### config.mk
export PLATFORM = sky130hd
export DESIGN_NAME = tbird_seq_ctrl
export DESIGN_NICKNAME = d
export VERILOG_FILES = /design/src/rtl/tbird_pkg.sv /design/src/rtl/tbird_step_div.sv /design/src/rtl/tbird_seq_ctrl.sv
export SDC_FILE = /design/constraint.sdc
export NUM_CORES = 1
export LEC_CHECK = 0
export CAP_MARGIN = 20
export CELL_PAD_IN_SITES_DETAIL_PLACEMENT = 0
export CELL_PAD_IN_SITES_GLOBAL_PLACEMENT = 1
export CORE_MARGIN = 2
export CORE_UTILIZATION = 51
export DETAILED_ROUTE_END_ITERATION = 8
export PLACE_DENSITY = 0.9
export REMOVE_ABC_BUFFERS = 1
export SLEW_MARGIN = 15
export SYNTH_ARGS = -nofsm -noshare
export SYNTH_HDL_FRONTEND = slang
export SYNTH_SLANG_ARGS = --single-unit
### constraint.sdc
create_clock -name cin -period 6 [get_ports cin]
set_clock_uncertainty 0.05 [all_clocks]
set_input_delay 1.5 -clock cin [delete_from_list [all_inputs] [get_ports cin]]
set_output_delay 1.5 -clock cin [all_outputs]
set_load 0.02 [all_outputs]
### src/rtl/tbird_pkg.sv
// Shared encodings for the tail-light sequencer: mode values and lamp patterns.
// Latency: n/a (constants and a pure decode function only).
// Backpressure: n/a.
package tbird_pkg;

  typedef enum logic [1:0] {
    M_IDLE   = 2'd0,
    M_LEFT   = 2'd1,
    M_RIGHT  = 2'd2,
    M_HAZARD = 2'd3
  } mode_t;

  // Lamp patterns, bit0 innermost lamp.
  localparam logic [2:0] LAMP_OFF = 3'b000;
  localparam logic [2:0] LAMP_P1  = 3'b001;
  localparam logic [2:0] LAMP_P2  = 3'b011;
  localparam logic [2:0] LAMP_ALL = 3'b111;

  // Sweep pattern for a turn signal: lamps fill outward, then all go dark.
  function automatic logic [2:0] sweep_pat(input logic [1:0] ph);
    logic [2:0] p;
    case (ph)
      2'd1:    p = LAMP_P1;
      2'd2:    p = LAMP_P2;
      2'd3:    p = LAMP_ALL;
      default: p = LAMP_OFF;
    endcase
    return p;
  endfunction

endpackage

### src/rtl/tbird_step_div.sv
// Step divider: free-running 32-bit count 0..TICK_DIV-1 while enabled, pulses step_tick on the last count.
// Latency: step_tick is combinational from the registered count; first pulse TICK_DIV cycles after a clear.
// Backpressure: none; clr or !run force the count to 0 on the next edge.
module tbird_step_div #(
  parameter logic [31:0] TICK_DIV = 32'd25000000
) (
  input  logic cin,
  input  logic rst_n,
  input  logic run,
  input  logic clr,
  output logic step_tick
);

  localparam logic [31:0] LAST = TICK_DIV - 32'd1;

  logic [31:0] cnt;

  // Count while running; a clear (mode change) or idle pins the count at 0.
  always_ff @(posedge cin or negedge rst_n) begin
    if (!rst_n)                cnt <= 32'd0;
    else if (clr || !run)      cnt <= 32'd0;
    else if (cnt == LAST)      cnt <= 32'd0;
    else                       cnt <= cnt + 32'd1;
  end

  assign step_tick = run && (cnt == LAST);

endmodule

### src/rtl/tbird_seq_ctrl.sv
// Tail-light sequencer: synchronizes switches, tracks mode/phase, drives registered lamp patterns.
// Latency: switch change to mode/lamp update is 3 rising edges (two sync flops plus state register).
// Backpressure: none; a new requested mode preempts the current step immediately.
module tbird_seq_ctrl
  import tbird_pkg::*;
#(
  parameter logic [31:0] TICK_DIV = 32'd25000000
) (
  input  logic       cin,
  input  logic       rst_n,
  input  logic       sw_left,
  input  logic       sw_right,
  input  logic       sw_hazard,
  output logic [2:0] led_l,
  output logic [2:0] led_r,
  output logic [1:0] mode,
  output logic       step_tick
);

  // Switch vectors are packed as {hazard, right, left}.
  logic [2:0] sync1, sync2;
  mode_t      mode_q, mode_d, req;
  logic [1:0] phase_q, phase_d;
  logic [2:0] led_l_d, led_r_d;
  logic       run, clr;

  // Two-flop synchronizer for the asynchronous switches.
  always_ff @(posedge cin or negedge rst_n) begin
    if (!rst_n) begin
      sync1 <= 3'b000;
      sync2 <= 3'b000;
    end else begin
      sync1 <= {sw_hazard, sw_right, sw_left};
      sync2 <= sync1;
    end
  end

  // Requested mode: hazard switch or both turn switches win, then single-side turns.
  always_comb begin
    req = M_IDLE;
    if (sync2[2] || (sync2[0] && sync2[1])) req = M_HAZARD;
    else if (sync2[0])                      req = M_LEFT;
    else if (sync2[1])                      req = M_RIGHT;
  end

  assign run = (mode_q != M_IDLE);
  assign clr = (req != mode_q);

  tbird_step_div #(
    .TICK_DIV (TICK_DIV)
  ) u_step_div (
    .cin       (cin),
    .rst_n     (rst_n),
    .run       (run),
    .clr       (clr),
    .step_tick (step_tick)
  );

  // Next state: a mode change restarts at phase 0 even if a step ends this cycle.
  always_comb begin
    mode_d  = mode_q;
    phase_d = phase_q;
    if (clr) begin
      mode_d  = req;
      phase_d = 2'd0;
    end else if (step_tick) begin
      case (mode_q)
        M_LEFT, M_RIGHT: phase_d = phase_q + 2'd1;
        M_HAZARD:        phase_d = {1'b0, ~phase_q[0]};
        default:         phase_d = 2'd0;
      endcase
    end
  end

  // Lamp decode from the next state so the registered lamps line up with mode/phase.
  always_comb begin
    led_l_d = LAMP_OFF;
    led_r_d = LAMP_OFF;
    case (mode_d)
      M_LEFT:   led_l_d = sweep_pat(phase_d);
      M_RIGHT:  led_r_d = sweep_pat(phase_d);
      M_HAZARD: begin
        if (phase_d[0]) begin
          led_l_d = LAMP_ALL;
          led_r_d = LAMP_ALL;
        end
      end
      default: ;
    endcase
  end

  // State and lamp registers.
  always_ff @(posedge cin or negedge rst_n) begin
    if (!rst_n) begin
      mode_q  <= M_IDLE;
      phase_q <= 2'd0;
      led_l   <= LAMP_OFF;
      led_r   <= LAMP_OFF;
    end else begin
      mode_q  <= mode_d;
      phase_q <= phase_d;
      led_l   <= led_l_d;
      led_r   <= led_r_d;
    end
  end

  assign mode = mode_q;

endmodule

### Word-level counts from Yosys, hierarchy flattened

Index checks and enable logic that the tools add are counted.

| storage, ports and cells | value |
|---|---|
| flip-flop bits (word level) | 48 |
| output and inout port bits | 9 |
| word-level logic and storage cells | 41 |

| operators by class | value |
|---|---|
| add/sub/neg operators | 2 |
| equal/unequal tests | 11 |
| muxes and demuxes | 13 |
| bitwise operators | 1 |
| reduce and logical (&&, ||, !) cells | 7 |

Operators with widths:

| cell | number |
|---|---|
| $mux 32 | 2 |
| $add 32x1->32 const B | 1 |
| $eq 32x25->1 const B | 1 |
| $eq 2x2->1 const B | 6 |
| $mux 2 | 6 |
| $pmux 3 s2 | 2 |
| $pmux 3 s3 | 1 |
| $eq 2x1->1 const B | 3 |
| $pmux 2 s2 | 1 |
| $mux 3 | 1 |
| $add 2x1->2 const B | 1 |
| $logic_and 1x1->1 | 2 |
| $logic_or 1x1->1 | 2 |
| $ne 2x2->1 | 1 |
| $reduce_bool 2->1 | 1 |
| $reduce_or 2->1 | 1 |
| $logic_not 1->1 | 1 |
| $not 1->1 | 1 |

### Longest topological paths before layout

| logic depth | value |
|---|---|
| word-level depth | 8 |
| gate-level depth with buffers | 7 |
| mapped depth without buffers | 7 |

### Hierarchy

Synthesis repeated with hierarchy kept, for this count alone.

| second synthesis, totals | value |
|---|---|
| cells, all modules | 253 |
| area total of the unflattened synthesis | 2513.7 µm² |

By module, submodules not included:

| module | instances | cells an instance | area each (µm²) | sequential area each (µm²) |
|---|---|---|---|---|
| tbird_step_div | 1 | 195 | 1848.0 | 800.8 |
| tbird_seq_ctrl | 1 | 58 | 665.6 | 400.4 |

### Worst setup path before layout

Ideal clock, no wire load.

| path | value |
|---|---|
| path type | flip-flop to output port |
| start point | register mode_q[1] (netlist: mode[1]) |
| end point | output port step_tick |
| arrival | 1.590 ns |
| required time | 4.450 ns |
| path slack | 2.860 ns |
| stages on the path, launching flop included | 6 |
| buffers on the path | 0 |
| path through | dfrtp_1 inv_1 ha_1 inv_1 nand4_2 nor3_1 |

| on the way | value |
|---|---|
| cells in the longest elaborated chain, start to end | 2 |

RTL lines:

| element | line | text |
|---|---|---|
| from (decl) | tbird_seq_ctrl.sv:22 | `mode_t mode_q, mode_d, req;` |
| from (signal assigned) | tbird_seq_ctrl.sv:100 | `mode_q <= mode_d;` |
| $reduce_bool 2->1 | tbird_seq_ctrl.sv:46 | `assign run = (mode_q != M_IDLE);` |
| $logic_and 1x1->1 | tbird_step_div.sv:26 | `assign step_tick = run && (cnt == LAST);` |
| to (decl) | tbird_seq_ctrl.sv:17 | `output logic step_tick` |

No other way between the ends.

### Worst setup path in the final report

| path | value |
|---|---|
| start point | register u_step_div.cnt[0] |
| end point | output port step_tick |

| on the way | value |
|---|---|
| cells in the longest elaborated chain, start to end | 2 |

RTL lines:

| element | line | text |
|---|---|---|
| from (decl) | tbird_step_div.sv:16 | `logic [31:0] cnt;` |
| from (signal assigned) | tbird_step_div.sv:23 | `else cnt <= cnt + 32'd1;` |
| $eq 32x25->1 | tbird_step_div.sv:26 |  |
| $logic_and 1x1->1 | tbird_step_div.sv:26 |  |

No other way between the ends.

==> out/metrics.cfg <==
[outcome]
status = completed

[clocking]
cts_sinks = 48
clock_latency_ns = 0.30
path_clk_slew_ns = 0.09
cts_setup_buffers = 0
cts_buffers = 5
cts_resized = 0
cts_root_buf = clkbuf_8
htreeDepth = 2
hold_buffers = 0
clockBufferDepth = 2
cts_tree = built

[setup_path]
startpoint = u_step_div.cnt[0]
crit_slowest_cell = clkdlybuf4s50_1
crit_buf_inv = 1
r2r-start = u_step_div.cnt[6]
cp-start-kind = register
crit_family = simple AND/OR/NAND/NOR gates
cp_max_fo = 7
path_class = register to output port
required_ns = 4.45
worstPathArrival_ns = 2.34
path_cells = ha_1 > and3_1 > nand4_2 > nor3_1 > clkdlybuf4s50_1
critPathMaxStageDelay_ns = 0.64
cp-end-kind = output port

[finish]
nets = 252
diodes = 0
instances_no_fill = 298
drive_above_1_share = 0.1230
syn2layout_area_growth_pct = 11.70

[place]
dp_cells = 290
dpl.hpwl_um = 2993
numPortBuffers = 13
gp_congestion = 0.7710

[timing]
slew_violations = 0
tightest_slew_ns = 0.9895
setup_tns_ns = 0
max_freq_ghz = 0.2570
timing.slew.headroom = 0.3384
post-route-period-util = 0.6485
setup_viol = 0
rsz0062_at_grt = false
min_period_ns = 3.891
hold_viol = 0

[routing]
drt-initial-drc-count = 77
drcViolationCount = 0
post_drt_wl_per_cell_um = 14.54
firstDrtPassIters = 4
ant_nets = 0
num_vias = 1629
drt_wl_total_um = 4333
vias_per_cell = 5.466

[logic_synthesis]
yosys.area.top_type = dfrtp_1
yosysMostFrequentCell = dfrtp_1
ys_types = 36
yosysSeqAreaShare = 0.4903
ys.flop_type = dfrtp_1
synth_area_leaders = dfrtp_1, xnor2_1, nor2_1, xor2_1, nor3_1
netlist_instances = 229
synth_commonest_cells = dfrtp_1, nor2_1, xnor2_1, nand2_1
yosys_warnings = 0
ys_ff_latch = 48
syn_avg_cell_area_um2 = 10.70
async_flop_share = 1.000
synth_area_um2 = 2450
synth_top_area_share = 0.4903
synth_edf_count = 0

[floorplan]
die_w_um = 73.31
core-area_um2 = 4692
rows = 25
initial_core_util = 0.5221
ioPinCount = 14
die-area_um2 = 5374
die_y_um = 73.31

[job]
max_cap_viol_count = 0

[power_and_ir_drop]
power_density_nw_per_um2 = 220.6
leakage_nw = 1.092
ir_drop_mv = 0.09995

[grt]
grtUsageTotal = 0.1818
antenna_found_initial = 0
grt_pass1_wl_um = 7452
grt_max_degree = 49
grt_pass1_vias = 1579
grt_overflow = 0

[hold_path]
min_path_type = register to register
min_from = sync1[0]

registers in the layout, summed over array words and instances (netlist names):
| name | flops |
|---|---|
| led_l | 3 |
| led_r | 3 |
| mode | 2 |
| phase_q | 2 |
| sync1 | 3 |
| sync2 | 3 |
| u_step_div.cnt | 32 |
path summary, 6_finish.rpt:
kind / endpoint / slack (ns) / cells past startpoint
max: step_tick / 2.11 / 5
min: sync2[0] / 0.31 / 0
max reg2reg: u_step_div.cnt[31] / 3.51 / 5
min reg2reg: sync2[0] / 0.31 / 0
max in group asynchronous: sync1[0] / 4.35 / 1
min in group asynchronous: u_step_div.cnt[24] / 1.15 / 1
final cells by class:
| cell class | instances | area [µm²] |
|---|---|---|
| Clock inverter | 3 | 46.29 |
| Clock buffer | 5 | 68.82 |
| Timing Repair Buffer | 14 | 135.1 |
| Multi-Input combinational cell | 162 | 1172 |
| Fill cell | 396 | 1956 |
| Tap cell | 54 | 67.56 |
| Sequential cell | 48 | 1201 |
| Inverter | 12 | 45.04 |
report_power, final:
part	internal [mW]	switching, mW
logic	0.0114	0.0219
registers	0.328	0.00486
clock network	0.126	0.112
total	0.465	0.139
cells by family after synthesis:
family | after synthesis | share of synthesized area
flops | 48 | 0.4903
compound gates | 16 | 0.06537
fa+ha+maj | 4 | 0.02043
xor+xnor | 32 | 0.1144
buf+inv | 19 | 0.03523
simple gates | 110 | 0.2743
stage by stage:
step | setup WS, ns | hold WS [ns] | area, µm² | total power [mW] | util
2_1_floorplan | 2.860 | 0.2812 | 2409 | 0.3557 | -
3_3_place_gp | 2.464 | 0.2825 | 2619 | 0.3728 | 0.5581
3_5_place_dp | 2.416 | 0.3002 | 2619 | 0.3731 | 0.5581
4_1_cts | 2.068 | 0.3218 | 2734 | 0.6127 | 0.5827
5_1_grt | 1.950 | 0.3284 | 2736 | 0.6290 | 0.5832
6_report | 2.109 | 0.3116 | 2736 | 0.6037 | 0.5832
placed cells by master, fill, tap and decap left out, types with 2 or more instances in the layout:
master and n:
a211oi_2 2, a21oi_1 3, and2_1 2, and3_1 2, and4_1 4, buf_4 2
clkbuf_8 5, clkdlybuf4s50_1 12, dfrtp_1 48, ha_1 4, inv_1 12, nand2_1 15
nand3_1 8, nand4_1 4, nand4_4 2, nor2_1 42, nor3_1 12, nor4_1 5
nor4_2 4, nor4b_2 2, nor4b_4 2, o211ai_1 2, o21ai_2 2, o21bai_1 2
o31a_1 2, xnor2_1 25, xor2_1 7
layer usage:
| layer | vias to the layer above | global-route usage | wire length, µm |
|---|---|---|---|
| met5 | - | 0 | 0 |
| met4 | 0 | 0.05455 | 55 |
| met3 | 5 | 0.04115 | 127 |
| met2 | 26 | 0.2903 | 2060 |
| met1 | 781 | 0.2493 | 2090 |
| li1 | 817 | - | - |
(Power assumes the default switching activity.)
